--- src/rtl/reservation_station_pkg.sv ---
// Shared types for the reservation station: the dispatch record, the stored
// entry record, FU class codes and the physical register tag width.
// The optional wakeup bypass is enabled with the macro RS_WAKEUP_BYPASS_EN.
package reservation_station_pkg;

  localparam int PREG_W = 7;

  localparam logic [1:0] FU_ALU = 2'd0;
  localparam logic [1:0] FU_MEM = 2'd1;
  localparam logic [1:0] FU_BR  = 2'd2;

  typedef struct packed {
    logic [6:0]        Opcode;
    logic [PREG_W-1:0] prd;
    logic [PREG_W-1:0] pr1;
    logic              pr1_ready;
    logic [PREG_W-1:0] pr2;
    logic              pr2_ready;
    logic [31:0]       imm;
    logic [4:0]        rob_index;
  } dispatch_pipeline_data;

  typedef struct packed {
    logic              valid;
    logic [1:0]        fu;
    logic [6:0]        Opcode;
    logic [PREG_W-1:0] prd;
    logic [PREG_W-1:0] pr1;
    logic              pr1_ready;
    logic [PREG_W-1:0] pr2;
    logic              pr2_ready;
    logic [31:0]       imm;
    logic [4:0]        rob_index;
    logic [2:0]        age;
  } rs_data;

  // True when a valid, non-zero CDB broadcast names this source register.
  // Tag 0 is the hardwired-ready register and is never a wakeup target.
  function automatic logic cdb_match(input logic              valid,
                                     input logic [PREG_W-1:0] tag,
                                     input logic [PREG_W-1:0] pr);
    return valid && (tag != '0) && (tag == pr);
  endfunction

endpackage

--- src/rtl/reservation_station_age_select.sv ---
// Combinational minimum-age picker. Ages among requesting entries are unique,
// so the grant is one-hot whenever found_o is set and all-zero otherwise.
module reservation_station_age_select #(
  parameter int DEPTH = 8
) (
  input  logic [DEPTH-1:0]   req_i,
  input  logic [DEPTH*3-1:0] age_i,
  output logic [DEPTH-1:0]   grant_o,
  output logic               found_o
);

  logic [2:0] best_age;

  // Linear scan keeping the youngest-numbered (oldest) requester seen so far.
  always_comb begin
    grant_o  = '0;
    found_o  = 1'b0;
    best_age = 3'd7;
    for (int i = 0; i < DEPTH; i++) begin
      if (req_i[i] && (!found_o || (age_i[i*3 +: 3] < best_age))) begin
        grant_o    = '0;
        grant_o[i] = 1'b1;
        best_age   = age_i[i*3 +: 3];
        found_o    = 1'b1;
      end
    end
  end

endmodule

--- src/rtl/reservation_station.sv ---
// Issue queue for one FU class. Holds dispatched instructions, wakes operands
// from the CDB and issues the oldest ready entry each cycle.
// Optional feature macro: RS_WAKEUP_BYPASS_EN (same-cycle CDB wakeup counts
// toward eligibility). DEPTH must be at most 8 so the 3-bit age fits.
//
// Handshakes: a transfer happens on a clock edge where valid && ready are
// both high; the sender holds valid and data stable until it transfers, and
// ready never depends combinationally on the same interface's valid.
module reservation_station
  import reservation_station_pkg::*;
#(
  parameter int         DEPTH = 8,
  parameter logic [1:0] FU_ID = 2'd0
) (
  input  logic                  clk,
  input  logic                  reset,
  input  logic                  flush,
  input  logic                  disp_valid,
  input  dispatch_pipeline_data disp_data,
  output logic                  disp_ready,
  input  logic                  cdb_valid,
  input  logic [PREG_W-1:0]     cdb_tag,
  output logic                  issue_valid,
  input  logic                  issue_ready,
  output rs_data                issue_data,
  output logic [3:0]            occupancy
);

  rs_data     entries_q [DEPTH];
  rs_data     entries_d [DEPTH];
  logic [3:0] count_q, count_d;

  logic [DEPTH-1:0]   elig;
  logic [DEPTH-1:0]   grant;
  logic [DEPTH-1:0]   ins_sel;
  logic [DEPTH*3-1:0] ages_flat;
  logic               found;
  logic               insert;
  logic               fire;
  logic [2:0]         sel_age;
  rs_data             new_entry;

  // disp_ready comes only from the registered count, so a slot freed by an
  // issue this cycle is offered to dispatch on the following cycle.
  assign disp_ready  = (count_q < 4'(DEPTH));
  assign insert      = disp_valid && disp_ready;
  assign issue_valid = found;
  assign fire        = issue_valid && issue_ready;
  assign occupancy   = count_q;

  // Per-entry eligibility on the registered ready bits, optionally widened
  // by this cycle's CDB tag.
  always_comb begin
    elig = '0;
    for (int i = 0; i < DEPTH; i++) begin
`ifdef RS_WAKEUP_BYPASS_EN
      elig[i] = entries_q[i].valid
             && (entries_q[i].pr1_ready || cdb_match(cdb_valid, cdb_tag, entries_q[i].pr1))
             && (entries_q[i].pr2_ready || cdb_match(cdb_valid, cdb_tag, entries_q[i].pr2));
`else
      elig[i] = entries_q[i].valid && entries_q[i].pr1_ready && entries_q[i].pr2_ready;
`endif
      ages_flat[i*3 +: 3] = entries_q[i].age;
    end
  end

  reservation_station_age_select #(
    .DEPTH (DEPTH)
  ) u_age_select (
    .req_i   (elig),
    .age_i   (ages_flat),
    .grant_o (grant),
    .found_o (found)
  );

  // Mux out the granted entry; all-zero when nothing is eligible.
  always_comb begin
    issue_data = '0;
    sel_age    = '0;
    for (int i = 0; i < DEPTH; i++) begin
      if (grant[i]) begin
        issue_data = entries_q[i];
        sel_age    = entries_q[i].age;
      end
    end
  end

  // Lowest-index free slot for a new dispatch (descending scan, lowest wins).
  always_comb begin
    ins_sel = '0;
    for (int i = DEPTH - 1; i >= 0; i--) begin
      if (!entries_q[i].valid) begin
        ins_sel    = '0;
        ins_sel[i] = 1'b1;
      end
    end
  end

  // Build the stored form of the incoming instruction, catching a wakeup
  // that coincides with dispatch.
  always_comb begin
    new_entry           = '0;
    new_entry.valid     = 1'b1;
    new_entry.fu        = FU_ID;
    new_entry.Opcode    = disp_data.Opcode;
    new_entry.prd       = disp_data.prd;
    new_entry.pr1       = disp_data.pr1;
    new_entry.pr2       = disp_data.pr2;
    new_entry.imm       = disp_data.imm;
    new_entry.rob_index = disp_data.rob_index;
    new_entry.pr1_ready = disp_data.pr1_ready || (disp_data.pr1 == '0)
                       || cdb_match(cdb_valid, cdb_tag, disp_data.pr1);
    new_entry.pr2_ready = disp_data.pr2_ready || (disp_data.pr2 == '0)
                       || cdb_match(cdb_valid, cdb_tag, disp_data.pr2);
    // Survivors older than this one number count-fire after the edge.
    new_entry.age       = 3'(count_q - {3'b000, fire});
  end

  // Next-state: retire the issued entry, compact ages, apply wakeup to
  // survivors, insert, and let flush override everything.
  always_comb begin
    for (int i = 0; i < DEPTH; i++) begin
      entries_d[i] = entries_q[i];
      if (entries_q[i].valid) begin
        if (fire && grant[i]) begin
          entries_d[i].valid = 1'b0;
        end else begin
          if (fire && (entries_q[i].age > sel_age)) begin
            entries_d[i].age = entries_q[i].age - 3'd1;
          end
          if (cdb_match(cdb_valid, cdb_tag, entries_q[i].pr1)) begin
            entries_d[i].pr1_ready = 1'b1;
          end
          if (cdb_match(cdb_valid, cdb_tag, entries_q[i].pr2)) begin
            entries_d[i].pr2_ready = 1'b1;
          end
        end
      end
      if (insert && ins_sel[i]) begin
        entries_d[i] = new_entry;
      end
      if (flush) begin
        entries_d[i] = '0;
      end
    end
    count_d = count_q + {3'b000, insert} - {3'b000, fire};
    if (flush) begin
      count_d = '0;
    end
  end

  // State registers with synchronous reset.
  always_ff @(posedge clk) begin
    if (reset) begin
      for (int i = 0; i < DEPTH; i++) begin
        entries_q[i] <= '0;
      end
      count_q <= '0;
    end else begin
      for (int i = 0; i < DEPTH; i++) begin
        entries_q[i] <= entries_d[i];
      end
      count_q <= count_d;
    end
  end

endmodule

--- config.mk ---
export PLATFORM = sky130hd
export DESIGN_NAME = reservation_station
export DESIGN_NICKNAME = d
export VERILOG_FILES = /design/src/rtl/reservation_station_pkg.sv /design/src/rtl/reservation_station_age_select.sv /design/src/rtl/reservation_station.sv
export SDC_FILE = /design/constraint.sdc
export NUM_CORES = 2
export LEC_CHECK = 0
export ABC_AREA = 1
export CAP_MARGIN = 15
export CORE_UTILIZATION = 40
export CTS_CLUSTER_SIZE = 28
export DETAILED_ROUTE_END_ITERATION = 7
export PLACE_DENSITY = 0.64
export SYNTH_ARGS = -nofsm -noshare
export SYNTH_HDL_FRONTEND = slang
export SYNTH_SLANG_ARGS = --single-unit
--- constraint.sdc ---
create_clock -name clk -period 27.7 [get_ports clk]
set_input_delay 5.54 -clock clk [delete_from_list [all_inputs] [get_ports clk]]
set_output_delay 5.54 -clock clk [all_outputs]
set_load 0.02 [all_outputs]
==> results.py <==
metrics = {
    "cts": {
        "tritoncts.num_buffers": 60,
        "cts_tree": "done",
        "cts_resized": 0,
        "clock_sinks": 572,
        "clock_latency_ns": 0.64,
        "root_buffer": "clkbuf_16",
        "cts_setup_buffers": 0,
        "clk_pin_slew_ns": 0.08,
        "htree_levels": 2,
        "cts_hold_buffers": 0,
        "cts_buffer_depth": 3,
    },
    "synthesis": {
        "syn_avg_cell_area_um2": 7.30,
        "synth-edff-count": 0,
        "ys_types": 50,
        "ys_ff_latch": 572,
        "ys.flop_type": "dfxtp_1",
        "netlist_instances": 3653,
        "yosysSeqAreaShare": 0.429,
        "ys.warnings.count": 0,
        "netlist_area_mm2": 0.0267,
        "postSynth.asyncResetShare": 0,
    },
    "timing": {
        "setup_viol": 0,
        "fin_crit_sh": 0.622,
        "clock_skew_ns": 0.0273,
        "maxSlewHeadroom": 0.282,
        "fmax_ghz": 0.0580,
        "min_period_ns": 17.24,
        "rsz0062_at_grt": "false",
        "drv_slew": 0,
        "fin_setup_tns_ns": 0,
        "worst_slew_pin_slew_ns": 1.08,
        "hold_viol_final": 0,
    },
    "floorplanning": {
        "initial_core_util": 0.405,
        "dieHeight_um": 260,
        "die_area_mm2": 0.0677,
        "pin_count": 159,
        "rows": 94,
        "core_mm2": 0.0659,
        "die_w_um": 260,
    },
    "power_and_ir_drop": {
        "vdd_drop_max_mv": 0.0499,
        "cellPowerDensity_mw_per_mm2": 57.5,
        "power.total_w": 0.00177,
        "p_leak_nw": 11.6,
    },
    "drt": {
        "wl_met1_mm": 38.4,
        "met3WireLength_mm": 5.26,
        "routed_wl_mm": 82.9,
        "wl_per_cell_um": 18.1,
        "drt_iter0_markers": 2173,
        "postRouteAntennaNets": 0,
        "vias": 24600,
        "first_pass_iters": 6,
        "vias_per_cell": 5.39,
        "wl_met2_mm": 37.2,
        "top_layer": "met5",
        "drc": 0,
    },
    "layout": {
        "area_delta_synth_final_pct": 15.3,
        "final_common_cell": "o21ai_0",
        "drive_gt1_frac": 0.0589,
        "fin_util": 0.467,
        "final_nets": 3775,
        "finalNonFillerCells": 4568,
        "mostFrequentLayoutCells": "o21ai_0, nor2_1, dfxtp_1",
    },
    "min_path": {
        "min_path_cells": 2,
        "min_path_type": "flip-flop to flip-flop",
        "hold-path-endpoint": "entries_q[0][14]",
        "worstHoldStart": "entries_q[0][14]",
    },
    "placed_design": {
        "portBuffers": 156,
        "dp.cells": 4457,
        "post-dp-hpwl_mm": 49.0,
        "gp_congestion": 0.883,
    },
    "status": {
        "status": "complete, no violations",
    },
    "worst_setup_path": {
        "cp_num_buf_inv": 12,
        "rr_worst_depth": 78,
        "worst_ep_required_time_ns": 22.16,
        "crit_slowest_cell": "buf_4",
        "critPathLaunchType": "flip-flop",
        "timing.rr.end": "entries_q[0][220]",
        "critPathMaxStageDelay_ns": 0.76,
        "endpoint_kind": "output port",
        "crit_fanout": 60,
        "worst-endpoint-arrival_ns": 11.70,
        "cp_top_family": "simple AND/OR/NAND/NOR gates",
        "crit_top_cell": "nand2_1",
        "critPathKind": "flip-flop to output port",
        "worstReg2RegStart": "entries_q[0][72]",
        "rrSetupSlack_ns": 15.81,
    },
    "run": {
        "drv_cap": 0,
    },
    "global_route": {
        "gr-usage-all-layers": 0.241,
        "antenna_found_initial": 3,
        "grt_pass1_wl_mm": 130,
        "grt_overflow": 0,
        "grt_max_degree": 129,
        "grt_pass1_vias": 22800,
    },
}
cell type report:
class                           instances  area, µm²
Fill cell                            6545      35100
Clock buffer                           89       1790
Timing Repair Buffer                  199       1880
Multi-Input combinational cell       2499      13000
Tap cell                              864       1080
Inverter                              323       1220
Antenna cell                            1       2.50
Clock inverter                         21        273
Sequential cell                       572      11500
through the flow:
step	hold WS, ns	cell area (µm²)	setup WS (ns)
after detailed placement	0.439	28700	11.24
after global routing	0.459	30700	9.35
after CTS	0.448	30700	10.50
final	0.445	30700	10.46
after global placement	0.434	28700	11.34
after floorplan	0.425	26700	14.28
kinds of logic after synthesis:
group,after synthesis,share of synthesized area
fa+ha+maj,40,0.0191
buf+inv,583,0.0841
compound gates,1131,0.236
simple gates,1189,0.187
flops,572,0.429
xor+xnor,137,0.0450
other cells,1,0.000141
worst max-delay path by stage:
stage                          start  depth (start not counted)             to
floorplan           entries_q[0][72]                         61  issue_data[0]
global placement    entries_q[0][72]                         70  issue_data[2]
detailed placement  entries_q[0][72]                         68  issue_data[2]
CTS                 entries_q[0][72]                         68  issue_data[2]
global route        entries_q[0][72]                         68  issue_data[2]
finish              entries_q[0][72]                         68  issue_data[2]
sequential cells by signal (all words and copies together) (netlist names):
signal     cells
entries_q    568
occupancy      4
cells in the mapped netlist (2+ instances only):
| cell type | instances | area [µm²] |
|---|---|---|
| o31ai_1 | 3 | 22.5 |
| a221oi_1 | 40 | 350 |
| nand2_4 | 8 | 90.1 |
| nand2_1 | 385 | 1450 |
| xnor2_1 | 64 | 561 |
| nand3_2 | 8 | 80.1 |
| clkinv_1 | 6 | 22.5 |
| xor2_1 | 73 | 639 |
| nand3b_1 | 2 | 15.0 |
| a21oi_1 | 353 | 1770 |
| nand3_1 | 70 | 350 |
| buf_1 | 22 | 82.6 |
| buf_2 | 8 | 40.0 |
| ha_1 | 39 | 488 |
| nand4_1 | 52 | 325 |
| o221ai_1 | 41 | 359 |
| nor3_1 | 27 | 135 |
| or2_2 | 4 | 25.0 |
| o211ai_1 | 8 | 60.1 |
| buf_4 | 8 | 60.1 |
| a31oi_1 | 11 | 68.8 |
| a221o_1 | 10 | 100 |
| nor2_1 | 585 | 2200 |
| nor4_1 | 16 | 100 |
| o21ai_0 | 597 | 2990 |
| o41ai_1 | 2 | 17.5 |
| a2bb2oi_1 | 2 | 17.5 |
| nand2_2 | 27 | 169 |
| o2111ai_1 | 42 | 368 |
| o22ai_1 | 7 | 43.8 |
| nor3_2 | 2 | 20.0 |
| dfxtp_1 | 572 | 11500 |
| a22oi_1 | 3 | 22.5 |
| inv_2 | 2 | 7.51 |
| clkbuf_1 | 220 | 826 |
| o21bai_1 | 7 | 52.6 |
| inv_1 | 314 | 1180 |
metal layers:
metal	GRT usage	up-vias
met5	0	-
met4	0.0729	4
met3	0.0354	121
met2	0.387	730
met1	0.331	11500
li1	-	12300
worst reg2reg max path: cells and delay by family (launching register included):
family,cells,cell delay (ns)
buffers and inverters,14,2.95
AO/OA/AOI/OAI,10,1.97
flip-flops,1,0.52
AND/OR/NAND/NOR,46,4.01
adder cells (fa/ha/maj),8,2.34
where the power goes:
group | switching (W) | internal [W] | total (W) | leakage [nW]
Clock | 0.000346 | 0.000501 | 0.000847 | 1.02
Sequential | 0.00000379 | 0.000830 | 0.000833 | 4.62
Combinational | 0.0000579 | 0.0000288 | 0.0000867 | 6.00
Total | 0.000408 | 0.00136 | 0.00177 | 11.6
Note: power is estimated with default switching activity, not from simulation.
